<file path="config.mk">
export PLATFORM = sky130hd
export DESIGN_NAME = weight_row_mac
export DESIGN_NICKNAME = d
export VERILOG_FILES = /design/src/rtl/weight_row_mac.sv
export SDC_FILE = /design/constraint.sdc
export NUM_CORES = 1
export LEC_CHECK = 0
export ABC_AREA = 1
export BUFFER_PORTS_ARGS = -buffer_cell sky130_fd_sc_hd__buf_4
export CAP_MARGIN = 10
export CORE_ASPECT_RATIO = 0.7
export CORE_MARGIN = 1.5
export CORE_UTILIZATION = 61
export CTS_BUF_LIST = sky130_fd_sc_hd__clkbuf_4
export DETAILED_ROUTE_END_ITERATION = 6
export PLACE_DENSITY_LB_ADDON = 0.25
export SLEW_MARGIN = 10
export SYNTH_ARGS = -nofsm -noshare
export SYNTH_HDL_FRONTEND = slang
export SYNTH_SLANG_ARGS = --single-unit
</file>
<file path="constraint.sdc">
create_clock -name CLK -period 7.4 [get_ports CLK]
set_input_delay 0.74 -clock CLK [delete_from_list [all_inputs] [get_ports CLK]]
set_output_delay 0.74 -clock CLK [all_outputs]
set_load 0.1 [all_outputs]
</file>
<file path="src/rtl/weight_row_mac.sv">
// weight_row_mac: one row of a Q8.8 dot product. The block takes N_TAPS pixels
// over a valid/ready stream and multiplies each by a weight read from an
// external BRAM. It adds the bias and presents a saturated Q8.8 result together
// with the raw accumulator.
// Latency: the result registers one edge after the last pixel accept.
// Backpressure: X_READY drops once all taps are accepted. In DONE the result
// holds until Y_READY is seen.
//
// Ports:
//   CLK, RST_N          clock, async active-low reset
//   START, BIAS         begin a row; BIAS (Q8.8) is sampled with START in IDLE
//   X_DATA/VALID/READY  pixel stream (Q8.8)
//   BRAM_*              weight memory port (read-only use); BRAM_DO is updated
//                       by the memory on the falling edge of CLK
//   Y_DATA/ACC          saturated Q8.8 result / full-precision accumulator
//   Y_VALID/READY       result handshake
//   BUSY                high whenever not IDLE
// N_TAPS must not exceed 32 so that the tap index fits BRAM_ADDR.

module weight_row_mac #(
  parameter int N_TAPS = 28,
  parameter int FRAC   = 8,
  parameter int ACC_W  = 40
) (
  input  logic             CLK,
  input  logic             RST_N,
  input  logic             START,
  input  logic [15:0]      BIAS,
  input  logic [15:0]      X_DATA,
  input  logic             X_VALID,
  output logic             X_READY,
  output logic [4:0]       BRAM_ADDR,
  output logic             BRAM_EN,
  output logic             BRAM_WE,
  output logic [15:0]      BRAM_DI,
  input  logic [15:0]      BRAM_DO,
  output logic [15:0]      Y_DATA,
  output logic [ACC_W-1:0] Y_ACC,
  output logic             Y_VALID,
  input  logic             Y_READY,
  output logic             BUSY
);

  typedef enum logic [1:0] {
    S_IDLE = 2'd0,
    S_RUN  = 2'd1,
    S_DONE = 2'd2
  } state_t;

  localparam logic [5:0]             C_NTAPS = 6'(N_TAPS);
  localparam logic signed [ACC_W-1:0] C_YMAX = ACC_W'(32'sd32767);
  localparam logic signed [ACC_W-1:0] C_YMIN = ACC_W'(-32'sd32768);

  state_t                  r_state;
  state_t                  w_state_nxt;
  logic [5:0]              r_cnt;
  logic                    r_mac_v;
  logic signed [15:0]      r_x;
  logic signed [15:0]      r_w;
  logic signed [ACC_W-1:0] r_acc;
  logic [15:0]             r_y_dat;
  logic [ACC_W-1:0]        r_y_acc;
  logic                    r_y_vld;

  logic                    w_accept;
  logic                    w_last;
  logic signed [31:0]      w_prod;
  logic signed [ACC_W-1:0] w_bias_ext;
  logic signed [ACC_W-1:0] w_sum;
  logic signed [ACC_W-1:0] w_shift;
  logic [15:0]             w_sat;

  assign X_READY   = (r_state == S_RUN) && (r_cnt < C_NTAPS);
  assign w_accept  = X_VALID && X_READY;
  assign BRAM_ADDR = r_cnt[4:0];
  assign BRAM_EN   = w_accept;
  assign BRAM_WE   = 1'b0;
  assign BRAM_DI   = 16'h0000;
  assign BUSY      = (r_state != S_IDLE);
  assign Y_DATA    = r_y_dat;
  assign Y_ACC     = r_y_acc;
  assign Y_VALID   = r_y_vld;

  // The MAC pending now is the final tap once every tap has been accepted.
  assign w_last     = r_mac_v && (r_cnt == C_NTAPS);
  assign w_prod     = r_x * r_w;
  assign w_bias_ext = ACC_W'($signed(BIAS)) <<< FRAC;
  assign w_sum      = r_acc + ACC_W'(w_prod);
  assign w_shift    = w_sum >>> FRAC;

  always_comb begin
    w_sat = w_shift[15:0];
    if (w_shift > C_YMAX) begin
      w_sat = 16'h7FFF;
    end else if (w_shift < C_YMIN) begin
      w_sat = 16'h8000;
    end
  end

  always_ff @(posedge CLK or negedge RST_N) begin
    if (!RST_N) begin
      r_state <= S_IDLE;
    end else begin
      r_state <= w_state_nxt;
    end
  end

  always_comb begin
    w_state_nxt = r_state;
    case (r_state)
      S_IDLE:  if (START)   w_state_nxt = S_RUN;
      S_RUN:   if (w_last)  w_state_nxt = S_DONE;
      S_DONE:  if (Y_READY) w_state_nxt = S_IDLE;
      default: w_state_nxt = S_IDLE;
    endcase
  end

  always_ff @(posedge CLK or negedge RST_N) begin
    if (!RST_N) begin
      r_cnt   <= '0;
      r_mac_v <= 1'b0;
      r_x     <= '0;
      r_w     <= '0;
      r_acc   <= '0;
      r_y_dat <= '0;
      r_y_acc <= '0;
      r_y_vld <= 1'b0;
    end else begin
      // No accept is possible outside RUN, so this also clears mac_v on START.
      r_mac_v <= w_accept;

      if (r_state == S_IDLE && START) begin
        r_acc <= w_bias_ext;
        r_cnt <= '0;
      end

      // The memory already presents the weight for this address on the falling
      // edge before the accept. It is captured here with the pixel, because a
      // back-to-back accept would overwrite BRAM_DO before the MAC edge.
      if (w_accept) begin
        r_x   <= $signed(X_DATA);
        r_w   <= $signed(BRAM_DO);
        r_cnt <= r_cnt + 6'd1;
      end

      if (r_state == S_RUN && r_mac_v) begin
        r_acc <= w_sum;
      end

      if (r_state == S_RUN && w_last) begin
        r_y_acc <= w_sum;
        r_y_dat <= w_sat;
        r_y_vld <= 1'b1;
      end else if (r_state == S_DONE && Y_READY) begin
        r_y_vld <= 1'b0;
      end
    end
  end

endmodule

</file>
==> results of run 1 <==
-- logic make-up (layout without fill, tap and decap cells) --
logic type                 Yosys count  in the layout
and+or+nand+nor                    961            961
buffers and inverters              802            876
adders and majority gates          447            447
DFF                                138            138
AOI/OAI and AO/OA                  129            129
xor gates and xnor gates            26             26
other                                1             18
-- registers in the layout, summed over array words and instances (netlist names) --
register,count
Y_ACC,40
r_acc,40
Y_DATA,16
r_w,16
r_x,16
r_cnt,6
r_state,2
Y_VALID,1
r_mac_v,1
-- final cells by class --
class / count / area (um^2)
Timing Repair Buffer: 157 / 1190
Antenna cell: 1 / 2.50
Inverter: 687 / 2580
Fill cell: 2699 / 10300
Clock buffer: 17 / 128
Tap cell: 420 / 526
Multi-Input combinational cell: 1580 / 13100
Sequential cell: 138 / 3460
Clock inverter: 15 / 180
-- metrics by stage --
| stage | std cells | utilization (%) | instance area, um^2 | setup slack (ps) | hold slack (ps) |
|---|---|---|---|---|---|
| global placement | 2982 | 66.3 | 20800 | 311 | 465 |
| detailed placement | 2982 | 66.3 | 20800 | 274 | 475 |
| CTS | 3014 | 67.3 | 21100 | 222 | 33.4 |
| global route | 3015 | 67.3 | 21200 | 26.9 | 21.2 |
| finish | 3015 | 67.3 | 21200 | 432 | 46.0 |
| floorplan | 2520 | - | 19700 | 596 | 444 |
-- per-layer routing --
metal	global-route usage, %	vias to the layer above	wire length [um]
met5	0	-	0
met4	6.32	0	756
met3	7.70	70	4680
met2	52.6	591	23300
met1	51.0	7708	24100
li1	-	7267	-
-- worst max path at each step --
stage               startpoint         end  slack [ps]  depth (start not counted)
floorplan              r_x[15]  Y_DATA[10]         600                         30
global placement       r_x[15]  Y_DATA[10]         310                         28
detailed placement     r_x[15]  Y_DATA[10]         270                         28
CTS                    r_x[15]  Y_DATA[10]         220                         28
global route            r_w[3]   Y_DATA[4]          30                         27
finish                  r_w[3]  Y_DATA[10]         430                         27
-- timing repair --
action	CTS	global route
endpoints found under the hold margin	0	0
endpoints found under the setup margin	0	15
hold buffers	0	0
resized for setup	0	5
-- cells in the final DEF (no fill, tap or decap), types with 11 or more instances in the layout --
master and instances:
a21oi_1 30, buf_4 155, clkbuf_4 17, conb_1 17
dfrtp_1 136, fa_1 329, ha_1 117, inv_1 675
nand2_1 737, nand2_2 27, nand3_1 46, nand3_2 15
nand4_1 12, nor2_1 92, nor2_2 16, o211ai_1 26
o21ai_0 55, xnor2_1 11, xor2_1 15
-- cell usage after synthesis, types with 5 or more instances --
cell        n  share of area [%]
nand2_1   738                 14
a21oi_1    30               0.77
buf_4      22               0.84
nor2_1     92                1.8
inv_2       7               0.13
o21ai_0    55                1.4
ha_1      117                7.5
fa_1      330                 34
o21bai_1    8               0.31
dfrtp_1   138                 18
buf_1       5              0.096
nand3_2    15               0.77
nor2_2     16               0.51
xor2_1     15               0.67
inv_1     678                 13
nand4_1    12               0.38
o211ai_1   26                1.0
nand2_2    27               0.86
xnor2_1    11               0.49
clkbuf_1   82                1.6
nand3_1    46                1.2
-- critical path: stages (launching register included) --
cell     delay [ps]
dfrtp_1         660
nand2_1          90
inv_1            80
fa_1            470
fa_1            520
inv_1           290
fa_2            580
fa_1            560
buf_4           190
fa_1            520
fa_1            550
inv_1            40
ha_1            440
nand2_1         130
inv_1            90
nand2_1          80
nor2_1          210
nand2_1         130
and2_0          180
nand2_1          70
nand2_1          60
nand2_2         120
nand2_1          70
nor2_1          120
nand4_1         180
nand2_4         250
nand2_1         110
nand3_2          70
==> flow_summary_export.csv, run 1 <==
group,metric,value,unit
outcome,status,"finished clean",
floorplanning,dieArea,0.0333,mm^2
placement,io_buffer_count,117,
timing,fin_setup_tns,0,ps
synth,synth-seq-cells,138,
floorplanning,initial_core_util,62.4,%
clock_tree,numCtsBuffers,17,
synth,synth-simple-area-share,20.2,%
timing,slew_headroom,31.9,%
global_route,grt_first_pass_wirelength,87100,um
timing,tightestPinTransition,1020,ps
cells_and_area,area_delta_synth_final,7.86,%
clock_tree,clock_sinks,138,
timing,rsz0062_at_grt,"false",
synth,synth_mux_area_share,0,%
timing,min_period,6970,ps
clock_tree,cts_setup_buffers,0,
cells_and_area,drive_above_1_share,10.3,%
floorplanning,coreArea,0.0314,mm^2
floorplanning,num_rows,54,
global_route,antenna_found_initial,1,
clock_tree,cts_tree,"built",
route,post_drt_wl_per_cell,17.5,um
route,viasPerCell,5.19,
run,drv_cap,0,
synth,synth_compound_area_share,3.84,%
route,drt-total-wl,52800,um
synth,synthArstFlopShare,100,%
setup_path,critPathKind,"reg2reg",
floorplanning,io_pins,135,
setup_path,end_kind,"flip-flop",
clock_tree,cts_buffer_depth,2,
synth,ys_seq_area_share,17.6,%
timing,finalSetupViolations,0,
hold_path,hold_class,"in2async",
timing,skew,36.9,ps
global_route,gr-total-overflow,0,
route,vias,15636,
placement,dp_hpwl,44500,um
synth,postSynthCellCount,2504,
synth,postSynthAreaPerCell,7.83,um^2
synth,netlist_area,0.0196,mm^2
clock_tree,path_clk_slew,180,ps
cells_and_area,final_nets,3081,
timing,clock.fmax,144,MHz
setup_path,crit_fanout,15,
global_route,track_usage,34.4,%
setup_path,r2r_cells,27,
clock_tree,clk_latency,650,ps
setup_path,reg2reg_from,"r_w[3]",
timing,final_hold_viol_count,0,
setup_path,crit_arrival,7550,ps
synth,synthAdderAreaFrac,41.1,%
setup_path,crit_required,7990,ps
synth,ys.warnings.count,0,
timing,finalCritPeriodShare,94.2,%
synth,synth_edf_count,0,
global_route,grt_pass1_vias,16295,
setup_path,r2r-end,"Y_DATA[10]",
synth,synthXorXnorAreaFrac,1.16,%
route,dr.pass1.iters,7,
setup_path,start_kind,"flip-flop",
synth,synth_cell_types,43,
route,drtIter0Drc,1340,
setup_path,r2r_slack,430,ps
synth,synth_top_family_by_area,"adder cells",
floorplanning,fp.dieH,153,um
route,drc_errors,0,
placement,place.gp.congestion,0.958,
global_route,grt_max_degree,80,
timing,slew_violations,0,
clock_tree,htreeDepth,4,
clock_tree,ctsRootBufferMaster,"clkbuf_4",
floorplanning,die_w,217,um
route,drtAntennaViolNets,0,
synth,ys.flop_type,"dfrtp_1",
Power of run 1 is not shown: default switching activity piles up to over one toggle a cycle in this logic, so the estimate is an artifact.
==> run 2, diff against run 1 <==
--- a/config.mk
+++ b/config.mk
@@ -5,7 +5,7 @@
 export SDC_FILE = /design/constraint.sdc
 export NUM_CORES = 1
 export LEC_CHECK = 0
-export ABC_AREA = 1
+export ABC_AREA = 0
 export BUFFER_PORTS_ARGS = -buffer_cell sky130_fd_sc_hd__buf_4
 export CAP_MARGIN = 10
 export CORE_ASPECT_RATIO = 0.7
==> flow_summary_export.csv, run 2 <==
group,metric,value,unit
route,post_drt_wl_per_cell,19.8,um
synth,synth_cell_types,69,
synth,postSynthAreaPerCell,9.28,um^2
cells_and_area,seqCellArea,0.00348,mm^2
route,dr.pass1.iters,5,
run,drv_cap,0,
synth,ys.flop_type,"dfrtp_1",
route,drc_errors,0,
cells_and_area,multiInputGateArea,0.0133,mm^2
cells_and_area,final_nets,2653,
synth,ys_seq_area_share,19.0,%
cells_and_area,mostFrequentLayoutCells,"inv_1 (403), nand2_1 (346), fa_1 (311)",
synth,netlist_area,0.0182,mm^2
floorplanning,dieArea,0.0309,mm^2
synth,synth_edf_count,0,
setup_path,r2r_slack,20,ps
clock_tree,clk_latency,640,ps
route,vias,14349,
placement,placed_area,0.0199,mm^2
cells_and_area,fillerInstances,2119,
synth,synth_area_leaders,"fa_1 (36%), dfrtp_1 (19%), inv_1 (8.6%), ha_1 (8.1%), nand2_1 (7.3%)",
timing,tightestPinTransition,1090,ps
cells_and_area,drive_above_1_share,19.9,%
global_route,antenna_found_initial,1,
setup_path,end_kind,"flip-flop",
synth,yosys.area.top_type,"fa_1",
floorplanning,initial_core_util,62.5,%
setup_path,critPathKind,"reg2reg",
timing,fin_setup_tns,0,ps
global_route,grt_max_degree,88,
synth,synth-seq-cells,138,
setup_path,crit_arrival,7910,ps
timing,clock.fmax,135,MHz
floorplanning,coreArea,0.0291,mm^2
route,viasPerCell,5.64,
hold_path,hold_class,"in2async",
timing,final_hold_viol_count,0,
clock_tree,ctsRootBufferMaster,"clkbuf_4",
setup_path,crit_fanout,7,
global_route,gr-total-overflow,0,
route,drtIter0Drc,1199,
floorplanning,fp.dieH,147,um
global_route,grt_pass1_vias,14551,
route,drt-total-wl,50400,um
placement,io_buffer_count,117,
floorplanning,num_rows,52,
cells_and_area,area_delta_synth_final,16.6,%
synth,ys.warnings.count,0,
global_route,track_usage,33.7,%
clock_tree,cts_buffer_depth,2,
placement,place.gp.congestion,0.935,
synth,postSynthCellCount,1959,
synth,synthArstFlopShare,100,%
floorplanning,die_w,209,um
clock_tree,htreeDepth,4,
outcome,status,"finished clean",
timing,rsz0062_at_grt,"true",
clock_tree,ctsHoldBuffers,0,
route,drtAntennaViolNets,0,
timing,finalSetupViolations,0,
setup_path,crit_required,7930,ps
timing,slew_headroom,27.1,%
setup_path,start_kind,"flip-flop",
synth,synth_top_cells_by_count,"inv_1 (415), nand2_1 (352), fa_1 (330), dfrtp_1 (138), and2_1 (126)",
clock_tree,cts_tree,"built",
timing,finalCritPeriodShare,99.8,%
synth,post-synth-top-count-cell,"inv_1",
cells_and_area,design_area,0.0212,mm^2
timing,holdWs,177,ps
floorplanning,io_pins,135,
timing,skew,39.0,ps
clock_tree,path_clk_slew,150,ps
global_route,grt_first_pass_wirelength,79300,um
timing,slew_violations,0,
placement,dp_hpwl,40000,um
timing,min_period,7380,ps
cells_and_area,final_common_cell,"inv_1",
synth,synth_top_area_share,36.3,%
clock_tree,numCtsBuffers,17,
clock_tree,clock_sinks,138,
-- run 2: cell count changes after synthesis, sizes merged, moves of 13 or more --
cell,delta
nand3,-48
and2,+123
nor2,-51
a221o,+13
a21oi,+16
nand2,-414
o211ai,-21
xnor2,+14
inv,-270
clkbuf,-13
-- run 2: worst paths after layout --
| kind | start | end | cells after the start |
|---|---|---|---|
| max reg2reg | r_x[7] | Y_DATA[6] | 23 |
| min | RST_N | Y_ACC[27] | 1 |
| min reg2reg | Y_ACC[34] | Y_ACC[34] | 2 |
| max in group asynchronous | RST_N | r_w[12] | 2 |
| min in group CLK | BRAM_DO[3] | r_w[3] | 3 |
| max | r_x[7] | Y_DATA[6] | 23 |
-- run 2: critical path: stages, from the launching register on --
cell and delay (ps):
dfrtp_2 460, buf_4 160, buf_4 150, and2_1 170, fa_1 550, fa_1 450
fa_2 590, fa_2 470, fa_1 510, inv_1 60, fa_1 500, inv_1 50
ha_1 280, nand4_1 160, or4_1 440, a311o_2 440, a31oi_4 250, o21ai_2 90
o21ai_1 210, xor2_1 360, and2_1 280, a41oi_4 200, buf_12 210, o32ai_2 240
-- run 2: routing by layer --
metal | vias up | GRT usage [%] | part of all wire [%] | wire (um)
met2 | 803 | 46.1 | 42 | 21200
met4 | 0 | 5.91 | 1.4 | 716
met3 | 71 | 12.4 | 13 | 6540
met1 | 7172 | 51.7 | 44 | 22000
li1 | 6303 | - | - | -
met5 | - | 0 | 0 | 0
-- run 2: final cells by class --
| class | count | area share (%) |
|---|---|---|
| clock inverter | 15 | 0.832 |
| tap | 378 | 2.23 |
| inverter | 415 | 7.35 |
| sequential | 138 | 16.4 |
| clock buffer | 17 | 0.602 |
| timing repair buffer | 259 | 9.69 |
| antenna | 1 | 0.0118 |
| multi-input combinational | 1322 | 62.9 |
-- run 2: stage by stage --
step	std cells	utilization (%)	setup WS (ps)
after global placement	2467	68.4	91.3
after CTS	2499	69.6	18.8
after detailed placement	2467	68.4	-24.7
after global routing	2545	72.9	-172
after floorplan	1975	-	4.51
final	2545	72.9	18.4
-- run 2: what timing repair did --
item,in CTS,in global routing
cloned,0,2
setup endpoints to repair,13,15
pin swaps,1,60
resized for setup,7,141
buffers inserted,0,44
-- run 2: cell families after synthesis --
family / share of synthesized area (%)
buf+inv: 11.2
compound gates: 8.18
fa+ha+maj: 44.4
flops: 19.0
simple gates: 15.1
xor+xnor: 2.02
mux: 0.0619
other cells: 0.0206
Power of run 2 is left out for the same reason.
